--- config.mk ---
export PLATFORM = sky130hd
export DESIGN_NAME = tinyml_display_axil_reg_slave
export DESIGN_NICKNAME = d
export VERILOG_FILES = /design/src/rtl/tinyml_display_axil_reg_slave_pkg.sv /design/src/rtl/tinyml_display_axil_busy_timer.sv /design/src/rtl/tinyml_display_axil_reg_slave.sv
export SDC_FILE = /design/constraint.sdc
export NUM_CORES = 1
export LEC_CHECK = 0
export BUFFER_PORTS_ARGS = -buffer_cell sky130_fd_sc_hd__buf_2
export CORE_ASPECT_RATIO = 0.7
export CORE_UTILIZATION = 40
export DETAILED_ROUTE_END_ITERATION = 6
export PLACE_DENSITY = 0.56
export SLEW_MARGIN = 20
export SYNTH_ARGS = -nofsm -noshare
export SYNTH_HDL_FRONTEND = slang
export SYNTH_SLANG_ARGS = --single-unit
--- constraint.sdc ---
create_clock -name i_axi_clk -period 5 [get_ports i_axi_clk]
set_clock_uncertainty 0.15 [all_clocks]
set_input_delay 1.5 -clock i_axi_clk [delete_from_list [all_inputs] [get_ports i_axi_clk]]
set_output_delay 1.5 -clock i_axi_clk [all_outputs]
set_load 0.05 [all_outputs]
--- src/rtl/tinyml_display_axil_reg_slave_pkg.sv ---
// Shared types and constants for the display-configuration AXI4-Lite register target.
// The optional SLVERR build is selected by TINYML_AXIL_SLV_SLVERR_EN.
package tinyml_display_axil_reg_slave_pkg;

    localparam int unsigned ADDR_W = 7;
    localparam int unsigned DATA_W = 32;
    localparam int unsigned IDX_W  = 5;
    localparam int unsigned CNT_W  = 16;

    localparam logic [1:0] RESP_OKAY   = 2'b00;
    localparam logic [1:0] RESP_SLVERR = 2'b10;

    localparam int unsigned STATUS_BUSY_BIT = 10;
    localparam int unsigned STATUS_COLL_BIT = 11;

    typedef enum logic { W_IDLE, W_RESP } w_state_t;
    typedef enum logic { R_IDLE, R_DATA } r_state_t;

    // Status word layout: only the busy and collision bits are ever non-zero.
    function automatic logic [DATA_W-1:0] status_word(input logic busy, input logic coll);
        logic [DATA_W-1:0] w;
        w = '0;
        w[STATUS_BUSY_BIT] = busy;
        w[STATUS_COLL_BIT] = coll;
        return w;
    endfunction

endpackage

--- src/rtl/tinyml_display_axil_busy_timer.sv ---
// Busy/collision status bits with a countdown that clears both together.
module tinyml_display_axil_busy_timer
    import tinyml_display_axil_reg_slave_pkg::*;
#(
    parameter logic [CNT_W-1:0] BUSY_CYCLES = 16'd64
) (
    input  logic clk,
    input  logic rst,
    input  logic cmd,
    output logic busy,
    output logic coll
);

    logic [CNT_W-1:0] cnt;

    // A new command wins over a same-cycle expiry, so it counts as a collision.
    always_ff @(posedge clk) begin
        if (rst) begin
            cnt  <= '0;
            busy <= 1'b0;
            coll <= 1'b0;
        end else if (cmd && (BUSY_CYCLES != CNT_W'(0))) begin
            coll <= coll | busy;
            busy <= 1'b1;
            cnt  <= BUSY_CYCLES;
        end else if (cnt != CNT_W'(0)) begin
            cnt <= cnt - CNT_W'(1);
            if (cnt == CNT_W'(1)) begin
                busy <= 1'b0;
                coll <= 1'b0;
            end
        end
    end

endmodule

--- src/rtl/tinyml_display_axil_reg_slave.sv ---
// AXI4-Lite register target with a busy status word and a downstream write strobe.
// Define TINYML_AXIL_SLV_SLVERR_EN to answer out-of-range and status writes with SLVERR.
module tinyml_display_axil_reg_slave
    import tinyml_display_axil_reg_slave_pkg::*;
#(
    parameter int unsigned       NUM_REGS    = 9,
    parameter logic [ADDR_W-1:0] STATUS_ADDR = 7'h24,
    parameter logic [CNT_W-1:0]  BUSY_CYCLES = 16'd64
) (
    input  logic              i_axi_clk,
    input  logic              i_rst,
    input  logic [ADDR_W-1:0] i_axi_awaddr,
    input  logic              i_axi_awvalid,
    output logic              o_axi_awready,
    input  logic [DATA_W-1:0] i_axi_wdata,
    input  logic              i_axi_wvalid,
    output logic              o_axi_wready,
    output logic              o_axi_bvalid,
    input  logic              i_axi_bready,
    output logic [1:0]        o_axi_bresp,
    input  logic [ADDR_W-1:0] i_axi_araddr,
    input  logic              i_axi_arvalid,
    output logic              o_axi_arready,
    output logic [DATA_W-1:0] o_axi_rdata,
    output logic              o_axi_rvalid,
    input  logic              i_axi_rready,
    output logic [1:0]        o_axi_rresp,
    output logic              o_wr_strobe,
    output logic [IDX_W-1:0]  o_wr_addr,
    output logic [DATA_W-1:0] o_wr_data,
    output logic              o_busy
);

    localparam logic [IDX_W-1:0] STATUS_IDX = STATUS_ADDR[ADDR_W-1:2];

    w_state_t          w_state;
    r_state_t          r_state;
    logic [IDX_W-1:0]  aw_idx;
    logic [DATA_W-1:0] w_data;
    logic              aw_got;
    logic              w_got;
    logic [DATA_W-1:0] regs [2**IDX_W];
    logic              coll;

    logic              commit_c;
    logic              wr_ok_c;
    logic [1:0]        wr_resp_c;
    logic [IDX_W-1:0]  ar_idx_c;
    logic [DATA_W-1:0] rd_data_c;
    logic [1:0]        rd_resp_c;
    logic              unused_addr_bits;

    assign unused_addr_bits = ^{i_axi_awaddr[1:0], i_axi_araddr[1:0]};

    // Write decode on the captured address.
    always_comb begin
        wr_ok_c   = (32'(aw_idx) < NUM_REGS) && (aw_idx != STATUS_IDX);
        commit_c  = (w_state == W_IDLE) && aw_got && w_got;
        wr_resp_c = RESP_OKAY;
`ifdef TINYML_AXIL_SLV_SLVERR_EN
        if (!wr_ok_c) begin
            wr_resp_c = RESP_SLVERR;
        end
`endif
    end

    // Read decode straight off the bus; the result is registered at the AR handshake.
    always_comb begin
        ar_idx_c  = i_axi_araddr[ADDR_W-1:2];
        rd_data_c = '0;
        rd_resp_c = RESP_OKAY;
        if (ar_idx_c == STATUS_IDX) begin
            rd_data_c = status_word(o_busy, coll);
        end else if (32'(ar_idx_c) < NUM_REGS) begin
            rd_data_c = regs[ar_idx_c];
        end
`ifdef TINYML_AXIL_SLV_SLVERR_EN
        if ((ar_idx_c != STATUS_IDX) && (32'(ar_idx_c) >= NUM_REGS)) begin
            rd_data_c = 32'hDEAD_0000;
            rd_resp_c = RESP_SLVERR;
        end
`endif
    end

    // Write FSM: independent AW/W capture, commit one edge after both are held.
    always_ff @(posedge i_axi_clk) begin
        if (i_rst) begin
            w_state       <= W_IDLE;
            o_axi_awready <= 1'b0;
            o_axi_wready  <= 1'b0;
            o_axi_bvalid  <= 1'b0;
            o_axi_bresp   <= RESP_OKAY;
            o_wr_strobe   <= 1'b0;
            o_wr_addr     <= '0;
            o_wr_data     <= '0;
            aw_idx        <= '0;
            w_data        <= '0;
            aw_got        <= 1'b0;
            w_got         <= 1'b0;
            for (int i = 0; i < 2**IDX_W; i++) begin
                regs[i] <= '0;
            end
        end else begin
            o_wr_strobe <= 1'b0;
            case (w_state)
                W_IDLE: begin
                    if (o_axi_awready && i_axi_awvalid) begin
                        o_axi_awready <= 1'b0;
                        aw_got        <= 1'b1;
                        aw_idx        <= i_axi_awaddr[ADDR_W-1:2];
                    end else if (!aw_got) begin
                        o_axi_awready <= 1'b1;
                    end
                    if (o_axi_wready && i_axi_wvalid) begin
                        o_axi_wready <= 1'b0;
                        w_got        <= 1'b1;
                        w_data       <= i_axi_wdata;
                    end else if (!w_got) begin
                        o_axi_wready <= 1'b1;
                    end
                    if (commit_c) begin
                        if (wr_ok_c) begin
                            regs[aw_idx] <= w_data;
                            o_wr_strobe  <= 1'b1;
                            o_wr_addr    <= aw_idx;
                            o_wr_data    <= w_data;
                        end
                        o_axi_bvalid <= 1'b1;
                        o_axi_bresp  <= wr_resp_c;
                        w_state      <= W_RESP;
                    end
                end
                W_RESP: begin
                    if (i_axi_bready) begin
                        o_axi_bvalid  <= 1'b0;
                        aw_got        <= 1'b0;
                        w_got         <= 1'b0;
                        o_axi_awready <= 1'b1;
                        o_axi_wready  <= 1'b1;
                        w_state       <= W_IDLE;
                    end
                end
                default: w_state <= W_IDLE;
            endcase
        end
    end

    // Read FSM: one-cycle latency, data held until RREADY.
    always_ff @(posedge i_axi_clk) begin
        if (i_rst) begin
            r_state       <= R_IDLE;
            o_axi_arready <= 1'b0;
            o_axi_rvalid  <= 1'b0;
            o_axi_rdata   <= '0;
            o_axi_rresp   <= RESP_OKAY;
        end else begin
            case (r_state)
                R_IDLE: begin
                    if (o_axi_arready && i_axi_arvalid) begin
                        o_axi_arready <= 1'b0;
                        o_axi_rvalid  <= 1'b1;
                        o_axi_rdata   <= rd_data_c;
                        o_axi_rresp   <= rd_resp_c;
                        r_state       <= R_DATA;
                    end else begin
                        o_axi_arready <= 1'b1;
                    end
                end
                R_DATA: begin
                    if (i_axi_rready) begin
                        o_axi_rvalid  <= 1'b0;
                        o_axi_arready <= 1'b1;
                        r_state       <= R_IDLE;
                    end
                end
                default: r_state <= R_IDLE;
            endcase
        end
    end

    tinyml_display_axil_busy_timer #(
        .BUSY_CYCLES(BUSY_CYCLES)
    ) u_busy_timer (
        .clk (i_axi_clk),
        .rst (i_rst),
        .cmd (commit_c && wr_ok_c),
        .busy(o_busy),
        .coll(coll)
    );

endmodule

==> results of run 1 <==
==> state kept, by name, indices dropped and copies added, names as in the netlist, 5 cells and up <==
register,count
regs,464
o_axi_rdata,32
o_wr_data,32
w_data,32
u_busy_timer.cnt,16
aw_idx,5
o_wr_addr,5
==> how the worst min path moves through the flow <==
stage                               startpoint                         end  slack [ns]  cells after the start
floorplan               w_data[0]$_SDFFE_PP0P_      w_data[0]$_SDFFE_PP0P_        0.29                      2
global placement     o_wr_addr[3]$_SDFFE_PP0P_   o_wr_addr[3]$_SDFFE_PP0P_        0.29                      1
detailed placement   o_wr_addr[3]$_SDFFE_PP0P_   o_wr_addr[3]$_SDFFE_PP0P_        0.29                      1
CTS                 o_wr_data[31]$_SDFFE_PP0P_  o_wr_data[31]$_SDFFE_PP0P_        0.30                      2
global route         o_wr_data[8]$_SDFFE_PP0P_   o_wr_data[8]$_SDFFE_PP0P_        0.32                      2
finish              o_wr_data[31]$_SDFFE_PP0P_  o_wr_data[31]$_SDFFE_PP0P_        0.30                      2
==> through the flow <==
step                      util [%]  instances  setup slack [ns]
after floorplan                  -       1858             1.035
after global placement       44.37       2686             1.101
after detailed placement     44.37       2686             1.053
after CTS                    47.39       2791             1.706
after global routing         47.39       2791             1.528
final                        47.39       2791             1.742
==> kinds of logic after synthesis <==
logic type / count (synthesis) / synth area share [%]
flops: 598 / 67.53
simple gates: 566 / 12.63
buf+inv: 179 / 2.965
compound gates: 169 / 4.363
mux: 156 / 12.11
xor+xnor: 8 / 0.2848
fa+ha+maj: 2 / 0.1017
other cells: 1 / 0.01524
==> synth_stat cells, drive strengths merged, types with 2 or more instances <==
library cell,count
and2,290
a22oi,33
nand3b,5
nand3,5
nand2b,5
xnor2,2
or3,6
dfxtp,134
nand4,3
mux4,111
nand2,164
inv,29
ha,2
a21oi,81
or4,2
o211ai,2
and3,3
nor3,9
and3b,2
a211oi,5
o221ai,22
nor2b,4
xor2,6
mux2,23
mux2i,22
or2,10
o21a,2
nor2,43
buf,36
clkbuf,114
nor4,5
o21ai,17
edfxtp,464
nor4b,6
==> area by class of cell <==
class	count	area [µm²]
fillers	5287	31740
flip-flops and latches	598	16620
multi-input cells	1081	8016
clock buffers	80	1597
repair buffers	170	1022
well taps	808	1011
clock inverters	25	226.5
inverters	29	108.9
==> per-layer routing <==
layer	share of wire (%)	track usage (%)	routed length, µm
met2	46	30.43	27870
met4	1.6	4.262	988
met3	5.7	3.137	3476
met1	47	29.32	28610
met5	0	0	0
==> report_power, final <==
group	internal (mW)	total, mW	switching, mW
sequential	5.63	5.80	0.166
combinational	0.443	1.06	0.620
clock	2.42	4.27	1.84
==> critical path, delay by kind of cell <==
family,cells,cell delay [ns]
buffers and inverters,3,1.16
muxes,1,0.52
AOI/OAI and AO/OA,2,0.31
==> impl_results.md, run 1 <==
- Die area: 62520 µm²
- Worst Tran Pin Value: 1.079 ns
- Vias per cell: 5.040
- Cell Area, Synth: 24600 µm²
- Most frequent cells in the layout: edfxtp_1, and2_1, conb_1
- Yosys cell types: 61
- Antenna violations before repair: 1
- DP Area: 26770 µm²
- Reg2reg start: aw_idx[1]$_SDFFE_PP0P_
- CTS hold repair buffers: 0
- Relative max-transition margin: 27.81%
- DR vias: 14070
- Routed Antenna Nets: 0
- Critical Path End Type: flip-flop
- Sequential area share after synthesis: 67.53%
- Total CTS buffers: 57
- Drt pass-1 iters: 7
- Syn. warnings: 0
- Hold WC Path Type: reg -> reg
- Reg2Reg Capture Point: regs[8][2]$_SDFFCE_PN0P_
- Peak VDD IR: 0.1954 mV
- WL final: 60950 µm
- I/O pin count: 133
- Setup crit end: o_axi_rdata[2]$_SDFFE_PP0P_
- Ys flop type: edfxtp_1
- Cell at the slowest stage of the critical path: buf_6
- Syn_area_per_cell: 14.65 µm²
- # setup viols final: 0
- Final Max Tran Viols: 0
- Die width: 298.4 µm
- Fmax: 306.9 MHz
- FFs w/ async S/R, synth: 0%
- Worst hold slack: 0.3006 ns
- Min Clock Period, post-route: 3.258 ns
- Most common cell after layout, fill and taps aside: edfxtp_1
- Row cnt: 75
- Synth area leader: edfxtp_1
- Clk sink count: 598
- CP max stage delay: 0.65 ns
- Post-synth top area share: 56.63%
- Design Area, Final: 28600 µm²
- Final worst-path cycle share: 65.16%
- Worst-path clk slew: 0.06 ns
- Synthesized netlist cell count: 1679
- Lkg Pwr: 10.66 nW
- Total power: 11.13 mW
- Buffers added on ports: 124
- Wire per inst: 21.84 µm
- Layout area overhead: 16.23%
- Root buf cell: clkbuf_16
- Max Cap Viol: 0
- GPL Wtd Cong: 0.7589
- CTS max path bufs: 3
- Post-DP HPWL: 36370 µm
- Setup Buffers After CTS: 0
- CTS tree: done
- Final net count: 1992
- Gr usage total: 19.70%
- Layout cell share with drive strength beyond 1: 21.28%
- RSZ-0062 raised after global routing: false
- Crit start category: input port
- Crit path from: i_axi_araddr[4]
- CP Data Required Time: 5.30 ns
- Final hold vios: 0
- Ant diodes: 0
- Power density over the cells: 389.2 nW/µm²
- DRT iter0 DRCs: 1134
- Synth Register Bits: 598
- Drc violations: 0
- Critical path class: in -> reg
- Crit-path max FO: 58
- Status: completed
- Largest net degree at the start of global routing: 148
- Vias in the first global route: 14020
- Setup TNS: 0 ns
- Clock latency on the worst-skew pair: 0.61 ns
- First-pass GRT wire length: 90940 µm
- Initial Util: 40.78%
- Post-CTS sizing: 0
- Worst-path cell chain: buf_6 > buf_12 > buf_4 > mux4_2 > a22oi_1 > o221ai_1
- Die height: 209.5 µm
- Number of flops mapped to enable cells by yosys: 464
- R2R setup slack: 1.83 ns
- Critical path arrival: 3.56 ns
- Gr ovfl total: 0
- Core Area: 60340 µm²
- Htree depth: 2
- Leading post-synthesis cells by cell area: edfxtp_1, dfxtp_1, mux4_2
- R2r worst-path depth: 5
Power figures use the tool's default switching activity.
==> run 2, diff against run 1 <==
- clock period: 5 -> 3.05 ns (I/O delays scaled with it)
==> run 2 against run 1 <==
Net effect: count of clock-buffer cells in the layout up 3; global-route usage up 0.26 points; sequential cell count unchanged; hold slack about the same; clock power up 74%; total power up 69%; non-clock buffer count up 28; final cell count up 1.1%; sequential power up 64%; sequential share of layout area down 1.3 points; via count up 0.93%; critical path depth down 1; critical endpoint is now regs[5][5]$_SDFFCE_PN0P_; highest routed layer unchanged.
==> impl_results.md, run 2 (same netlist as run 1, synthesis figures left out) <==
- Status: completed
- Final worst-path cycle share: 85.52%
- Vias per cell: 5.029
- Wire per inst: 21.77 µm
- Die height: 209.5 µm
- Top layer in use: met4
- Clock latency on the worst-skew pair: 0.61 ns
- CP Data Required Time: 3.21 ns
- Power density over the cells: 641.7 nW/µm²
- Layout area overhead: 18.85%
- Met3 wire length: 2899 µm
- Lkg Pwr: 10.99 nW
- Core Area: 60340 µm²
- Critical path class: reg -> reg
- Htree depth: 2
- Most common cell after layout, fill and taps aside: edfxtp_1
- Crit-path max FO: 19
- Die width: 298.4 µm
- GPL Wtd Cong: 0.7630
- First-pass GRT wire length: 92230 µm
- Critical path arrival: 2.77 ns
- Root buf cell: clkbuf_16
- Setup TNS: 0 ns
- Final net count: 2021
- Vias in the first global route: 14510
- Gr ovfl total: 0
- Drt pass-1 iters: 5
- Post-CTS sizing: 0
- Routed Antenna Nets: 0
- Crit start category: flip-flop
- Largest register FFs: 464
- Post-DP HPWL: 38080 µm
- Most frequent cells in the layout: edfxtp_1, and2_1, conb_1
- CTS max path bufs: 3
- Die area: 62520 µm²
- DR vias: 14200
- Met1 WL: 28440 µm
- Worst-path clk slew: 0.06 ns
- Total power: 18.76 mW
- Antenna violations before repair: 0
- I/O pin count: 133
- Clk sink count: 598
- Final Max Tran Viols: 0
- CTS tree: done
- Metal2 WL: 28820 µm
- Layout cell share with drive strength beyond 1: 22.58%
- Filler cells: 5229
- # setup viols final: 0
- Gr usage total: 19.96%
- Buffers added on ports: 124
- R2r worst-path depth: 5
- Hold Crit Depth: 2
- CTS hold repair buffers: 0
- Min Clock Period, post-route: 2.608 ns
- WL final: 61460 µm
- Relative max-transition margin: 36.91%
- Max Cap Viol: 0
- Peak VDD IR: 0.4518 mV
- Reg with most FFs: regs
- Total CTS buffers: 58
- Hold WC Path Type: reg -> reg
- DRT iter0 DRCs: 931
- Ant diodes: 0
- Worst Tran Pin Value: 0.9429 ns
- Largest net degree at the start of global routing: 84
- Row cnt: 75
- RSZ-0062 raised after global routing: false
- Critical Path End Type: flip-flop
- Setup Buffers After CTS: 0
- Drc violations: 0
- Fmax: 383.4 MHz
- Final hold vios: 0
- Initial Util: 40.78%
## run 2: changes by cell type in the layout (fill, tap and decap cells not counted), sizes merged
cell	change
bufinv	+1
clkinvlp	-4
clkbuf	+3
buf	+28
inv	+1
clkinv	+3
## run 2: cell type report
cell class | instances | area [µm²] | area share (%)
Sequential cell | 598 | 16620 | 56.82
Multi-Input combinational cell | 1081 | 8016 | 27.41
Clock buffer | 83 | 1732 | 5.922
Timing Repair Buffer | 198 | 1508 | 5.156
Tap cell | 808 | 1011 | 3.457
Clock inverter | 26 | 251.5 | 0.8600
Inverter | 29 | 108.9 | 0.3722
## run 2: worst paths after layout
path | startpoint | endpoint | slack, ns
max | w_state$_SDFF_PP0_ | regs[5][5]$_SDFFCE_PN0P_ | 0.44
min | o_wr_addr[2]$_SDFFE_PP0P_ | o_wr_addr[2]$_SDFFE_PP0P_ | 0.30
max reg2reg | w_state$_SDFF_PP0_ | regs[5][5]$_SDFFCE_PN0P_ | 0.44
min reg2reg | o_wr_addr[2]$_SDFFE_PP0P_ | o_wr_addr[2]$_SDFFE_PP0P_ | 0.30
## run 2: worst max-delay path, stage by stage (launching register included)
cell and delay (ns):
dfxtp_1 0.38, and3b_1 0.47, nand3_1 0.42, nor4b_4 0.41, or2_2 0.24, buf_12 0.21
## run 2: per-stage QoR
| stage | instances | hold slack (ns) | worst slack (ns) | util [%] | cell area, µm² |
|---|---|---|---|---|---|
| 2_1_floorplan | 1858 | 0.2851 | 0.07132 | - | 25280 |
| 3_3_place_gp | 2714 | 0.2861 | 0.2465 | 45.18 | 27260 |
| 3_5_place_dp | 2714 | 0.2950 | 0.2342 | 45.18 | 27260 |
| 4_1_cts | 2823 | 0.3042 | 0.4379 | 48.46 | 29240 |
| 5_1_grt | 2823 | 0.3197 | 0.2433 | 48.46 | 29240 |
| 6_report | 2823 | 0.3009 | 0.4415 | 48.46 | 29240 |
## run 2: power breakdown
group          internal (mW)  switching, mW
clock                   4.36           3.09
combinational          0.783           1.03
sequential              9.23          0.274
## run 2: routing by layer
metal  vias to the layer above  track usage (%)
met4                         0            5.111
met3                        87            3.333
met2                       305            32.01
li1                       6537                -
met1                      7268            28.30
met5                         -                0
